==> src/rtl/wb_port_arbiter.sv <==
// ---------------------------------------------------------------------------
// wb_port_arbiter
//   Shares the single register-file write port between the in-order pipeline
//   writeback (fixed highest priority, never back-pressured) and a
//   long-latency unit (mul/div) that hands over results with valid/ready.
//   Long-latency results wait in a 2-entry FIFO until the pipeline leaves the
//   write slot free. If they wait too long, a stall request is raised so the
//   hazard unit can freeze the pipeline and let the FIFO drain.
//
// Ports
//   clk, reset         clock, asynchronous active-high reset
//   pipe_regwrite      pipeline writeback valid (MEM/WB)
//   pipe_rd[4:0]       pipeline destination register
//   pipe_result[31:0]  pipeline writeback data
//   lu_valid           long-latency result valid
//   lu_rd[4:0]         long-latency destination register
//   lu_data[31:0]      long-latency result data
//   lu_ready           FIFO can take a result this cycle
//   rf_we              register-file write enable (registered)
//   rf_waddr[4:0]      register-file write address (registered)
//   rf_wdata[31:0]     register-file write data (registered)
//   stall_req          freeze request to the hazard unit (registered)
//   lu_busy            FIFO holds at least one entry
// ---------------------------------------------------------------------------
module wb_port_arbiter #(
    parameter int STARVE_LIMIT = 4
) (
    input  logic        clk,
    input  logic        reset,
    input  logic        pipe_regwrite,
    input  logic [4:0]  pipe_rd,
    input  logic [31:0] pipe_result,
    input  logic        lu_valid,
    input  logic [4:0]  lu_rd,
    input  logic [31:0] lu_data,
    output logic        lu_ready,
    output logic        rf_we,
    output logic [4:0]  rf_waddr,
    output logic [31:0] rf_wdata,
    output logic        stall_req,
    output logic        lu_busy
);

    localparam int         DATA_W = 32;
    localparam logic [3:0] LIMIT  = 4'(STARVE_LIMIT);

    logic [1:0]        count;
    logic              wr_ptr;
    logic              rd_ptr;
    logic [3:0]        starve_cnt;
    logic [4:0]        fifo_rd   [2];
    logic [DATA_W-1:0] fifo_data [2];

    logic              pipe_live;
    logic              push;
    logic              pop;
    logic [1:0]        count_next;
    logic [3:0]        starve_next;
    logic              stall_next;
    logic              we_next;
    logic [4:0]        waddr_next;
    logic [DATA_W-1:0] wdata_next;

    // Writes to x0 are not real requests, so they leave the slot to the FIFO.
    assign pipe_live = pipe_regwrite && (pipe_rd != 5'd0);

    // Ready comes from the registered count only: a full FIFO refuses a push
    // even in a cycle where it also pops.
    assign lu_ready = (count != 2'd2);
    assign lu_busy  = (count != 2'd0);
    assign push     = lu_valid && lu_ready;

    // Using the registered count means an entry pushed this edge cannot be
    // popped until the next cycle (no bypass).
    assign pop      = !pipe_live && (count != 2'd0);

    always_comb begin
        count_next = count;
        if (push && !pop) begin
            count_next = count + 2'd1;
        end else if (!push && pop) begin
            count_next = count - 2'd1;
        end
    end

    always_comb begin
        we_next    = 1'b0;
        waddr_next = 5'd0;
        wdata_next = '0;
        if (pipe_live) begin
            we_next    = 1'b1;
            waddr_next = pipe_rd;
            wdata_next = pipe_result;
        end else if (pop) begin
            // A buffered x0 result is dropped but still uses up the slot.
            we_next    = (fifo_rd[rd_ptr] != 5'd0);
            waddr_next = fifo_rd[rd_ptr];
            wdata_next = fifo_data[rd_ptr];
        end
    end

    // Starvation counts edges where the FIFO waited and the pipeline won.
    always_comb begin
        starve_next = 4'd0;
        if (pipe_live && (count != 2'd0)) begin
            starve_next = (starve_cnt == LIMIT) ? starve_cnt : starve_cnt + 4'd1;
        end
    end

    // Stall rises one edge after the limit is hit and holds until the FIFO
    // drains; the counter itself clears on the first pop.
    always_comb begin
        stall_next = stall_req;
        if (count_next == 2'd0) begin
            stall_next = 1'b0;
        end else if (starve_cnt == LIMIT) begin
            stall_next = 1'b1;
        end
    end

    always_ff @(posedge clk or posedge reset) begin
        if (reset) begin
            count      <= 2'd0;
            wr_ptr     <= 1'b0;
            rd_ptr     <= 1'b0;
            starve_cnt <= 4'd0;
            stall_req  <= 1'b0;
            rf_we      <= 1'b0;
            rf_waddr   <= 5'd0;
            rf_wdata   <= '0;
        end else begin
            count      <= count_next;
            starve_cnt <= starve_next;
            stall_req  <= stall_next;
            rf_we      <= we_next;
            rf_waddr   <= waddr_next;
            rf_wdata   <= wdata_next;
            if (push) begin
                wr_ptr <= ~wr_ptr;
            end
            if (pop) begin
                rd_ptr <= ~rd_ptr;
            end
        end
    end

    // FIFO storage is data only; occupancy is tracked by count/pointers.
    always_ff @(posedge clk) begin
        if (push) begin
            fifo_rd[wr_ptr]   <= lu_rd;
            fifo_data[wr_ptr] <= lu_data;
        end
    end

endmodule

==> config.mk <==
export PLATFORM = sky130hd
export DESIGN_NAME = wb_port_arbiter
export DESIGN_NICKNAME = d
export VERILOG_FILES = /design/src/rtl/wb_port_arbiter.sv
export SDC_FILE = /design/constraint.sdc
export NUM_CORES = 1
export LEC_CHECK = 0
export BUFFER_PORTS_ARGS = -buffer_cell sky130_fd_sc_hd__buf_2
export CORE_UTILIZATION = 25
export CTS_CLUSTER_DIAMETER = 100
export DETAILED_ROUTE_END_ITERATION = 10
export GPL_TIMING_DRIVEN = 0
export PLACE_DENSITY = 0.53
export SYNTH_ARGS = -nofsm -noshare
export SYNTH_HDL_FRONTEND = slang
export SYNTH_SLANG_ARGS = --single-unit
==> constraint.sdc <==
create_clock -name clk -period 7 [get_ports clk]
set_input_delay 0.35 -clock clk [delete_from_list [all_inputs] [get_ports clk]]
set_output_delay 0.35 -clock clk [all_outputs]
set_load 0.1 [all_outputs]
## After elaboration in Yosys (flattened, before gate mapping)

Memories as Yosys holds them, arrays and structs flattened.
Index checks and enable logic that the tools add are counted.

| operators by class | value |
|---|---|
| muxes and demuxes | 14 |
| add/subtract/negate cells | 3 |
| equal/unequal tests | 3 |
| bitwise logic cells | 2 |
| reduce and logical (&&, ||, !) cells | 14 |

Operators by type and width:

| operator | number |
|---|---|
| $mux 32 | 2 |
| $mux 5 | 2 |
| $reduce_bool 5->1 | 2 |
| $mux 4 | 2 |
| $logic_and 1x1->1 | 6 |
| $mux 1 | 6 |
| $add 4x1->4 const B | 1 |
| $eq 4x3->1 const B | 1 |
| $mux 2 | 2 |
| $ne 2x2->1 const B | 2 |
| $reduce_bool 2->1 | 2 |
| $logic_not 1->1 | 3 |
| $add 2x1->2 const B | 1 |
| $logic_not 2->1 | 1 |
| $not 1->1 | 2 |
| $sub 2x1->2 const B | 1 |

| word-level totals | value |
|---|---|
| flip-flop bits (word level) | 47 |
| input port bits | 78 |
| memories | 2 |
| word-level logic and storage cells | 46 |
| output and inout port bits | 41 |
| memory bits (writable) | 74 |

Memory list:

| name | words | width | rd ports | clocked after memory_dff | write ports | RTL line | RTL |
|---|---|---|---|---|---|---|---|
| fifo_data | 2 | 32 | 1 | 0 | 1 | 52 | `logic [DATA_W-1:0] fifo_data [2];` |
| fifo_rd | 2 | 5 | 1 | 0 | 1 | 51 | `logic [4:0] fifo_rd [2];` |

## Longest topological paths before layout

Gate-level depths: netlist (run 1).

| depth | value |
|---|---|
| depth after elaboration | 9 |
| depth in mapped cells | 7 |
| depth with buffers taken out | 6 |

## Least setup slack after synthesis (run 1)

OpenSTA, ideal clock, no wires.

| timing | value |
|---|---|
| path kind | register to register |
| start | register count[0] |
| end | memory fifo_data[0][0], enable pin |
| buffers on the path | 0 |
| cell stages (with the launch flop) | 5 |
| required time | 6569 ps |
| period minus slack after synthesis | 2866 ps |
| setup time | 431 ps |
| arrival time | 2435 ps |
| path slack | 4134 ps |
| cell sequence | dfrtp_1 inv_1 ha_1 nand2b_1 nor2_1 |

| between the ends | value |
|---|---|
| cells in the longest elaborated chain, start to end | 4 |

RTL lines:

| what | RTL line | RTL |
|---|---|---|
| start, declared | 47 | `logic [1:0] count;` |
| start signal, assigned | 132 | `count <= count_next;` |
| $ne 2x2->1 | 69 | `assign lu_ready = (count != 2'd2);` |
| $logic_and 1x1->1 | 71 | `assign push = lu_valid && lu_ready;` |
| $mux 1 | 149 | `if (push) begin` |
| $mux 1 (implied by the code) | 151 | `fifo_data[wr_ptr] <= lu_data;` |
| end, declared | 52 |  |

No other way between the ends.

## Worst setup path after layout (run 1)

| timing | value |
|---|---|
| start | register count[0] |
| end | output port lu_busy |

| between the ends | value |
|---|---|
| cells in the longest elaborated chain, start to end | 1 |

RTL lines:

| what | RTL line | RTL |
|---|---|---|
| $reduce_bool 2->1 | 70 | `assign lu_busy = (count != 2'd0);` |
| end, declared | 41 | `output logic lu_busy` |

No other way between the ends.

==> metrics.cfg, run 1 <==
[outcome]
outcome=complete, but fails checks
violations=design-rule violations

[worst_hold_path]
hold_path_cell_cnt=1
hold_path_startpoint=lu_data[12]
worst_hold_endpoint=fifo_data[1][12]
classification_of_the_worst_slack_hold_path=in -> reg

[synthesis]
yosys_register_bits=121
synth.distinct_cells=31
synth_area_um2=4640
post_synth_edffs=74
syn-instance-count=303
ys_warnings=0
postSynth.asyncResetShare=0.388
postSynth.topFlopCell=sky130_fd_sc_hd__edfxtp_1
syn_area_per_cell_um2=15.3
seq_area_frac_synth=0.732
synth_nets=385

[sta]
final_setup_skew_ps=7.20
worst_slew_margin_rel=0.545
timing_max_transition_violations_final=0
final-setup-viol-count=0
grt_setup_unrepaired=no
final_min_period_over_clock_period=0.311
final.min_clock_period_ps=2180
worstMarginPinSlew_ps=683
timing.fmax_ghz=0.459
hold_slack_ps=128
hold_violations=0
fin_tns_setup_ps=0

[critical_path]
rrSetupSlack_ps=4990
critPathRequiredTime_ps=6650
setup.worst_path.class=reg -> out
startpoint_type=register
crit_path_start=count[0]
critical_path_peak_fanout=8
reg2regPathDepth=5
crit_path_max_incr_delay_ps=430
r2r-start=count[0]
arrival_ps=1830
rr_endpoint=fifo_data[0][9]
worst_path_max_delay_cell=sky130_fd_sc_hd__buf_2
critical_path.cell_chain=inv_1 > ha_1 > buf_2 > inv_1 > buf_2
cp-end-kind=output pin

[clock_network]
cts_buffer_depth=2
htreeDepth=4
cts.repair.resized=0
numCtsBuffers=17
clock_insertion_delay_at_the_later_pin_of_the_skew_report_ps=410
cts_tree=built
clock_pin_slew_on_the_worst_setup_and_hold_paths_ps=50
clkSinkCount=121
ctsRootBufferMaster=sky130_fd_sc_hd__clkbuf_16

[grt]
grt.overflow.total=0
grt_pass1_wl_um=17600
globalRouteTotalUtil=0.124
grt_max_degree=31
number_of_antenna_violations_at_the_first_check_in_global_routing=2
grt_pass1_vias=3212

[floorplan]
die-height_um=138
core_um2=18100
initial_utilization=0.257
fp.dieW_um=138
die-area_um2=19100
floorplan.io_pins=119
floorplan.rows=49

[route]
post_drt_via_cell_ratio=4.31
vias=2963
drc=28
route.antenna.remaining_nets=0
routedWlPerCell_um=16.2
drt-total-wl_um=11200
drt_iter0_drc=176
drt-pass1-iter-count=7

[pwr]
worst_ir_drop_on_vdd_uv=174
power.total_mw=2.99
power_leakage_nw=2.62
pwr_density_cell_nw_per_um2=483

[layout]
final_nets=525
layoutNonFillerInstCount=687
layout-area-overhead-vs-synth_pct=33.4
post_route_cells_drive_above_1_share=0.362

[placement]
numPlacedInstances=652
dp.final_hpwl_um=7850
port_buffers=117
place_congestion=0.706

[flow_run]
maxCapViolations=0

kinds of logic (layout without fill, tap and decap cells):
logic type,Yosys count,in the layout,share of synthesized area
buffers and inverters,25,178,0.0251
and+or+nand+nor,62,62,0.0596
AOI/OAI and AO/OA,48,48,0.0803
DFF,121,121,0.732
adders and majority gates,4,4,0.0108
muxes,38,38,0.0825
xor gates and xnor gates,5,5,0.00944
other,0,2,0
flip-flops by register name, summed over array words and instances (netlist names):
register    flops
fifo_data      64
rf_wdata       32
fifo_rd        10
rf_waddr        5
starve_cnt      4
count           2
rd_ptr          1
rf_we           1
stall_req       1
wr_ptr          1
layer usage:
metal	GRT usage	vias to the layer above	wire, um
met1	0.151	1463	4990
met5	0	-	0
li1	-	1408	-
met3	0.0440	12	610
met2	0.199	80	5340
met4	0.0544	0	206
worst max path at each step:
| stage | endpoint | slack (ps) | depth (start not counted) |
|---|---|---|---|
| after global placement | fifo_data[0][26] | 2820 | 4 |
| final | lu_busy | 4820 | 5 |
| after CTS | lu_busy | 4790 | 5 |
| after detailed placement | fifo_data[0][9] | 4960 | 5 |
| after global routing | lu_busy | 4710 | 5 |
| after floorplan | fifo_data[0][0] | 4130 | 4 |
through the flow:
stage	cell area, um2	setup slack, ps	util
after floorplan	4640	4130	-
after global placement	5510	2820	0.305
after CTS	6190	4790	0.342
after detailed placement	5580	4960	0.309
after global routing	6190	4710	0.342
final	6190	4820	0.342
synth_stat cells, types with 3 or more instances:
cell                       number  share of area
sky130_fd_sc_hd__nor3_1         5         0.0054
sky130_fd_sc_hd__ha_1           4          0.011
sky130_fd_sc_hd__dfrtp_1       47           0.25
sky130_fd_sc_hd__clkbuf_1       9         0.0073
sky130_fd_sc_hd__buf_4          5         0.0081
sky130_fd_sc_hd__inv_1          8         0.0065
sky130_fd_sc_hd__nor2_1         9         0.0073
sky130_fd_sc_hd__nand2_1       38          0.031
sky130_fd_sc_hd__xnor2_1        4         0.0075
sky130_fd_sc_hd__mux2i_1       36          0.078
sky130_fd_sc_hd__edfxtp_1      74           0.48
sky130_fd_sc_hd__buf_2          3         0.0032
sky130_fd_sc_hd__a21oi_1        3         0.0032
sky130_fd_sc_hd__o31ai_1       37          0.060
power breakdown:
| part | switching (mW) | total [mW] | internal (mW) |
|---|---|---|---|
| Clock | 0.293 | 0.862 | 0.569 |
| Sequential | 0.0592 | 1.01 | 0.956 |
| Combinational | 0.866 | 1.11 | 0.248 |
worst max-delay path, delay by kind of cell, from the launching register on:
family / cells / cell delay [ps]
DFF: 1 / 410
adders and majority gates: 1 / 190
buffers and inverters: 4 / 820
timing repair:
action / 4_1_cts / 5_1_grt
hold endpoints to repair: 17 / 0
setup buffers: 0 / 0
hold buffers: 1 / 0
layout by cell type (no fill, tap or decap), types with 5 or more instances in the layout:
cell,Yosys,routed
sky130_fd_sc_hd__buf_2,3,120
sky130_fd_sc_hd__o31ai_1,37,37
sky130_fd_sc_hd__clkbuf_16,0,18
sky130_fd_sc_hd__nor2_1,9,8
sky130_fd_sc_hd__mux2i_1,36,36
sky130_fd_sc_hd__edfxtp_1,74,74
sky130_fd_sc_hd__nor3_1,5,5
sky130_fd_sc_hd__nand2_1,38,38
sky130_fd_sc_hd__dfrtp_1,47,47
sky130_fd_sc_hd__buf_4,5,5
sky130_fd_sc_hd__clkbuf_1,9,12
sky130_fd_sc_hd__inv_1,8,7
final cells by class:
| type | count | area, um2 |
|---|---|---|
| multi-input cells | 157 | 1130 |
| fillers | 1796 | 11900 |
| diodes | 2 | 5.00 |
| clock inverters | 8 | 91.3 |
| repair buffers | 121 | 656 |
| flip-flops and latches | 121 | 3400 |
| inverters | 8 | 30.0 |
| clock buffers | 24 | 503 |
| plain buffers | 17 | 86.3 |
| well taps | 229 | 287 |
Note: power is estimated with default switching activity, not from simulation.
==> run 2: changes to the inputs <==
--- a/config.mk
+++ b/config.mk
@@ -10,7 +10,7 @@
 export CTS_CLUSTER_DIAMETER = 100
 export DETAILED_ROUTE_END_ITERATION = 10
 export GPL_TIMING_DRIVEN = 0
-export PLACE_DENSITY = 0.53
+export PLACE_DENSITY = 0.54
 export SYNTH_ARGS = -nofsm -noshare
 export SYNTH_HDL_FRONTEND = slang
 export SYNTH_SLANG_ARGS = --single-unit
==> constraint.sdc (replaced) <==
create_clock -name clk -period 2 [get_ports clk]
set_input_delay 0.1 -clock clk [delete_from_list [all_inputs] [get_ports clk]]
set_output_delay 0.1 -clock clk [all_outputs]
set_load 0.1 [all_outputs]
==> metrics.cfg, run 2 (same netlist as run 1, synthesis figures left out) <==
[outcome]
outcome=complete, but fails checks
violations=design-rule violations

[sta]
timing_max_transition_violations_final=0  ; unchanged
worstMarginPinSlew_ps=639  ; -44.7 ps
hold_slack_ps=33.0  ; -94.7 ps
hold_violations=0  ; unchanged
final_min_period_over_clock_period=0.924
final_setup_skew_ps=7.63  ; +0.430 ps
grt_setup_unrepaired=no
worst_slew_margin_rel=0.574  ; +0.0298
timing.fmax_ghz=0.541
final-setup-viol-count=0  ; unchanged
layout_setup_ws_ps=153  ; -4670 ps
fin_tns_setup_ps=0  ; unchanged
final.min_clock_period_ps=1850

[grt]
grt_max_degree=38  ; +23%
grt_pass1_vias=3480  ; +8.3%
globalRouteTotalUtil=0.134  ; +0.00962
grt.overflow.total=0  ; unchanged
grt_pass1_wl_um=18900  ; +7.7%
number_of_antenna_violations_at_the_first_check_in_global_routing=0  ; -2

[critical_path]
r2r-start=count[0]
startpoint_type=register
reg2regPathDepth=6  ; +1
cp-end-kind=register
setup.worst_path.class=reg -> reg
critPathRequiredTime_ps=2320  ; -4330 ps
crit_path_start=count[0]
arrival_ps=2160  ; +330 ps
critical_path_peak_fanout=5  ; -3

[route]
routedWlPerCell_um=15.8  ; -2.9%
drt_iter0_drc=127  ; -28%
drt-pass1-iter-count=9  ; +2
vias=3262  ; +10%
drc=9  ; -68%
route.antenna.remaining_nets=0  ; unchanged
drt-total-wl_um=12000  ; +8.0%
post_drt_via_cell_ratio=4.27  ; -1.0%

[flow_run]
maxCapViolations=0  ; unchanged

[layout]
largest_register_ffs=64  ; unchanged
final_layout_fill_cell_count=1733  ; -3.5%
post_route_cells_drive_above_1_share=0.321  ; -0.0403
layout-area-overhead-vs-synth_pct=51.4
layout.cells.most_common=sky130_fd_sc_hd__buf_2
count_of_antenna_diodes_in_the_layout=0  ; -2
layout_common_cells=sky130_fd_sc_hd__buf_2, sky130_fd_sc_hd__dlygate4sd3_1, sky130_fd_sc_hd__edfxtp_1
largest_register=fifo_data
reg.largest.list=fifo_data (64), rf_wdata (32), fifo_rd (10)
final_nets=604  ; +15%

[placement]
place_worst_setup_slack_ps=-461  ; -5420 ps
place_congestion=0.690  ; -2.3%
port_buffers=117  ; unchanged
dp.final_hpwl_um=7590  ; -3.3%

[clock_network]
numCtsBuffers=17  ; unchanged
cts_buffer_depth=2  ; unchanged
clock_pin_slew_on_the_worst_setup_and_hold_paths_ps=50  ; about the same
clock_insertion_delay_at_the_later_pin_of_the_skew_report_ps=410  ; about the same
clkSinkCount=121  ; unchanged
htreeDepth=4  ; unchanged
cts_tree=built
ctsRootBufferMaster=sky130_fd_sc_hd__clkbuf_16

[floorplan]
floorplan.rows=49  ; unchanged
floorplan.io_pins=119  ; unchanged
die-area_um2=19100  ; unchanged
initial_utilization=0.257  ; unchanged
fp.dieW_um=138  ; unchanged
core_um2=18100  ; unchanged
die-height_um=138  ; unchanged

[pwr]
power_leakage_nw=2.94  ; +12%
pwr_density_cell_nw_per_um2=1550  ; +220%
worst_ir_drop_on_vdd_uv=567  ; +230%

[worst_hold_path]
hold_path_cell_cnt=3  ; +2
hold_path_startpoint=pipe_regwrite
classification_of_the_worst_slack_hold_path=in -> reg

==> run 2: layer usage <==
metal / global-route usage / vias up / wire length [um]
met3: 0.0430 / 11 / 510
met1: 0.162 / 1586 / 5460
met5: 0 / - / 0
met4: 0.0432 / 0 / 140
li1: - / 1578 / -
met2: 0.226 / 87 / 5930
==> run 2: where the power goes <==
group          internal, mW  switching (mW)  total, mW
logic                  1.02            3.11       4.13
registers              3.34           0.217       3.56
clock network          2.08            1.10       3.18
total                  6.44            4.43       10.9
==> run 2: path summary, 6_finish.rpt <==
kind	end	slack (ps)
worst max-delay path	stall_req	150
worst min-delay path	rf_waddr[4]	30
worst max register to register	stall_req	150
worst min register to register	stall_req	530
max in group asynchronous	rf_wdata[29]	1240
min in group asynchronous	rf_wdata[22]	230
==> run 2: what timing repair did <==
item,in CTS,in global routing
gates resized for setup,1,2
pin swaps,3,0
hold buffers,78,0
gates cloned,1,0
setup buffers,3,0
endpoints found under the hold margin,125,0
setup endpoints to repair,37,3
==> run 2: final cells by class <==
| cell class | count | area [um2] | area share |
|---|---|---|---|
| Buffer | 17 | 86.3 | 0.0123 |
| Clock buffer | 19 | 433 | 0.0616 |
| Clock inverter | 13 | 179 | 0.0255 |
| Inverter | 8 | 37.5 | 0.00534 |
| Multi-Input combinational cell | 158 | 1150 | 0.164 |
| Sequential cell | 121 | 3400 | 0.484 |
| Tap cell | 229 | 287 | 0.0408 |
| Timing Repair Buffer | 199 | 1450 | 0.206 |
==> run 2: through the flow <==
stage / power (mW) / instances / utilization / area (um2)
3_3_place_gp: 7.51 / 649 / 0.306 / 5540
5_1_grt: 11.4 / 764 / 0.388 / 7020
4_1_cts: 11.0 / 764 / 0.388 / 7020
2_1_floorplan: 6.66 / 303 / - / 4660
6_report: 10.9 / 764 / 0.388 / 7020
3_5_place_dp: 7.56 / 650 / 0.307 / 5560
==> run 2: worst max-delay path, stage by stage (launching register included) <==
cell and delay, ps:
sky130_fd_sc_hd__dfrtp_1 420, sky130_fd_sc_hd__inv_1 80, sky130_fd_sc_hd__ha_1 240, sky130_fd_sc_hd__nand2b_2 300, sky130_fd_sc_hd__and4_4 240, sky130_fd_sc_hd__mux2_2 270
sky130_fd_sc_hd__a221oi_2 200
==> run 3: changes to the inputs <==
--- a/config.mk
+++ b/config.mk
@@ -7,6 +7,7 @@
 export LEC_CHECK = 0
 export BUFFER_PORTS_ARGS = -buffer_cell sky130_fd_sc_hd__buf_2
 export CORE_UTILIZATION = 25
+export CTS_BUF_LIST = sky130_fd_sc_hd__clkbuf_4
 export CTS_CLUSTER_DIAMETER = 100
 export DETAILED_ROUTE_END_ITERATION = 10
 export GPL_TIMING_DRIVEN = 0
==> metrics.cfg, run 3 (same netlist as run 1, synthesis figures left out) <==
[critical_path]
critPathRequiredTime_ps=2400  ; +80 ps
startpoint_type=input port
arrival_ps=2370  ; +210 ps
setup.worst_path.class=in -> reg
worst_path_max_delay_cell=sky130_fd_sc_hd__dlygate4sd3_1
crit_path_max_incr_delay_ps=550  ; +130 ps
critical_path_peak_fanout=10  ; +5
worst_path_most_repeated_cell=sky130_fd_sc_hd__dlygate4sd3_1
crit_path_start=pipe_regwrite
rrSetupSlack_ps=140  ; about the same
critical_path.cell_chain=dlygate4sd3_1 > buf_4 > a21boi_2 > buf_2 > nor2_1 > a22o_1 > dlygate4sd3_1
cp-end-kind=register
r2r-start=count[0]

[clock_network]
clkSinkCount=121  ; unchanged
cts_buffer_depth=2  ; unchanged
cts_tree=built
clock_insertion_delay_at_the_later_pin_of_the_skew_report_ps=510  ; +100 ps
clock_pin_slew_on_the_worst_setup_and_hold_paths_ps=120  ; +70 ps
htreeDepth=4  ; unchanged
ctsRootBufferMaster=sky130_fd_sc_hd__clkbuf_4
numCtsBuffers=17  ; unchanged

[sta]
timing.fmax_ghz=0.507  ; -6.3%
timing_max_transition_violations_final=0  ; unchanged
worst_slew_margin_rel=0.585  ; +0.0110
worstMarginPinSlew_ps=622  ; -16.5 ps
final.min_clock_period_ps=1970  ; +125 ps
layout_setup_ws_ps=27.3  ; -125 ps
final-setup-viol-count=0  ; unchanged
grt_setup_unrepaired=no
final_min_period_over_clock_period=0.986  ; +0.0626
final_setup_skew_ps=14.5  ; +6.86 ps
hold_violations=0  ; unchanged

[pwr]
p_seq_frac=0.367  ; +0.039
p_int_mw=5.39  ; -16%
pwr-share-clk=0.202  ; -0.090
power_leakage_nw=2.84  ; -3.6%
switching_fraction_of_total_power=0.443  ; +0.0353
combinationalPowerShare=0.431  ; +0.051
worst_ir_drop_on_vdd_uv=564  ; -0.69%
pwr_density_cell_nw_per_um2=1430  ; -7.7%
power.total_mw=9.67  ; -11%
power.switching_mw=4.28  ; -3.3%

[grt]
grt_pass1_vias=3531  ; +1.5%
globalRouteTotalUtil=0.134  ; +0.000663
grt_max_degree=38  ; unchanged
grt.overflow.total=0  ; unchanged
grt_pass1_wl_um=19000  ; +0.22%
number_of_antenna_violations_at_the_first_check_in_global_routing=0  ; unchanged

[route]
drt-total-wl_um=12100  ; +0.84%
post_drt_via_cell_ratio=4.28  ; +0.21%
routedWlPerCell_um=15.8  ; +0.31%
route.antenna.remaining_nets=0  ; unchanged
drt-pass1-iter-count=9  ; unchanged
drt_iter0_drc=136  ; +7.1%
vias=3286  ; +0.74%
drc=9  ; unchanged

[floorplan]
floorplan.rows=49  ; unchanged
floorplan.io_pins=119  ; unchanged
initial_utilization=0.257  ; unchanged
die-height_um=138  ; unchanged
die-area_um2=19100  ; unchanged
core_um2=18100  ; unchanged
fp.dieW_um=138  ; unchanged

[layout]
layout_common_cells=sky130_fd_sc_hd__buf_2, sky130_fd_sc_hd__dlygate4sd3_1, sky130_fd_sc_hd__edfxtp_1
layout.cells.most_common=sky130_fd_sc_hd__buf_2
postLayoutCellArea_um2=6770  ; -3.6%
reg.largest.list=fifo_data (64), rf_wdata (32), fifo_rd (10)
layoutNonFillerInstCount=768  ; +0.52%
largest_register_ffs=64  ; unchanged
largest_register=fifo_data
post_route_cells_drive_above_1_share=0.323  ; +0.00132
finalCoreUtilization=0.375  ; -0.0138
layout-area-overhead-vs-synth_pct=46.0
final_nets=608  ; +0.66%
count_of_antenna_diodes_in_the_layout=0  ; unchanged

[outcome]
outcome=complete, but fails checks
violations=design-rule violations

[worst_hold_path]
classification_of_the_worst_slack_hold_path=in -> async

[placement]
numPlacedInstances=650  ; unchanged
dp.final_hpwl_um=7590  ; unchanged
place_worst_setup_slack_ps=-461  ; unchanged
port_buffers=117  ; unchanged
post_dp_cell_area_um2=5560  ; unchanged
place_congestion=0.690  ; unchanged

[flow_run]
maxCapViolations=0  ; unchanged

[run 3: repair_timing]
item	in CTS	in global routing
resized for setup	4	3
pin swaps	3	0
endpoints found under the hold margin	163	0
hold buffers	82	0
endpoints found under the setup margin	38	2
gates cloned	1	0
setup buffers	3	0
[run 3: path summary, 6_finish.rpt]
check / to / cells past startpoint
worst min register to register: stall_req / 2
worst min-delay path: rf_wdata[22] / 3
worst max-delay path: rf_waddr[1] / 7
worst max register to register: stall_req / 6
max in group asynchronous: rf_wdata[29] / 4
min in group clk: fifo_data[1][22] / 2
[run 3: power groups by stage]
stage               clock network [mW]  logic [mW]  registers, mW
CTS                               2.03        4.21           3.55
global route                      2.15        4.40           3.61
floorplan                            0        1.42           5.23
detailed placement                   0        3.96           3.60
global placement                     0        3.93           3.58
finish                            1.96        4.17           3.55
[run 3: final cells by class]
type,count,area [um2]
Clock buffer,19,143
Timing Repair Buffer,203,1490
Clock inverter,13,179
Buffer,17,88.8
Tap cell,229,287
Multi-Input combinational cell,158,1150
Sequential cell,121,3400
Fill cell,1764,11300
Inverter,8,37.5
[run 3: critical path, delay by kind of cell]
family / cells / cell delay [ps]
compound gates: 2 / 550
buf+inv: 4 / 1610
simple gates: 1 / 100
[run 3: layer usage]
layer | GRT usage | vias up | wire [um]
met5 | 0 | - | 0
met4 | 0.0532 | 0 | 184
met3 | 0.0423 | 16 | 483
met2 | 0.225 | 83 | 6010
met1 | 0.161 | 1608 | 5460
li1 | - | 1579 | -
[run 3: metrics by stage]
stage / hold WS, ps / setup TNS [ps]
after detailed placement: 108 / -16920
after global routing: 59.3 / 0
after floorplan: 199 / -121
after global placement: 292 / -19000
final: 106 / 0
after CTS: 46.6 / 0
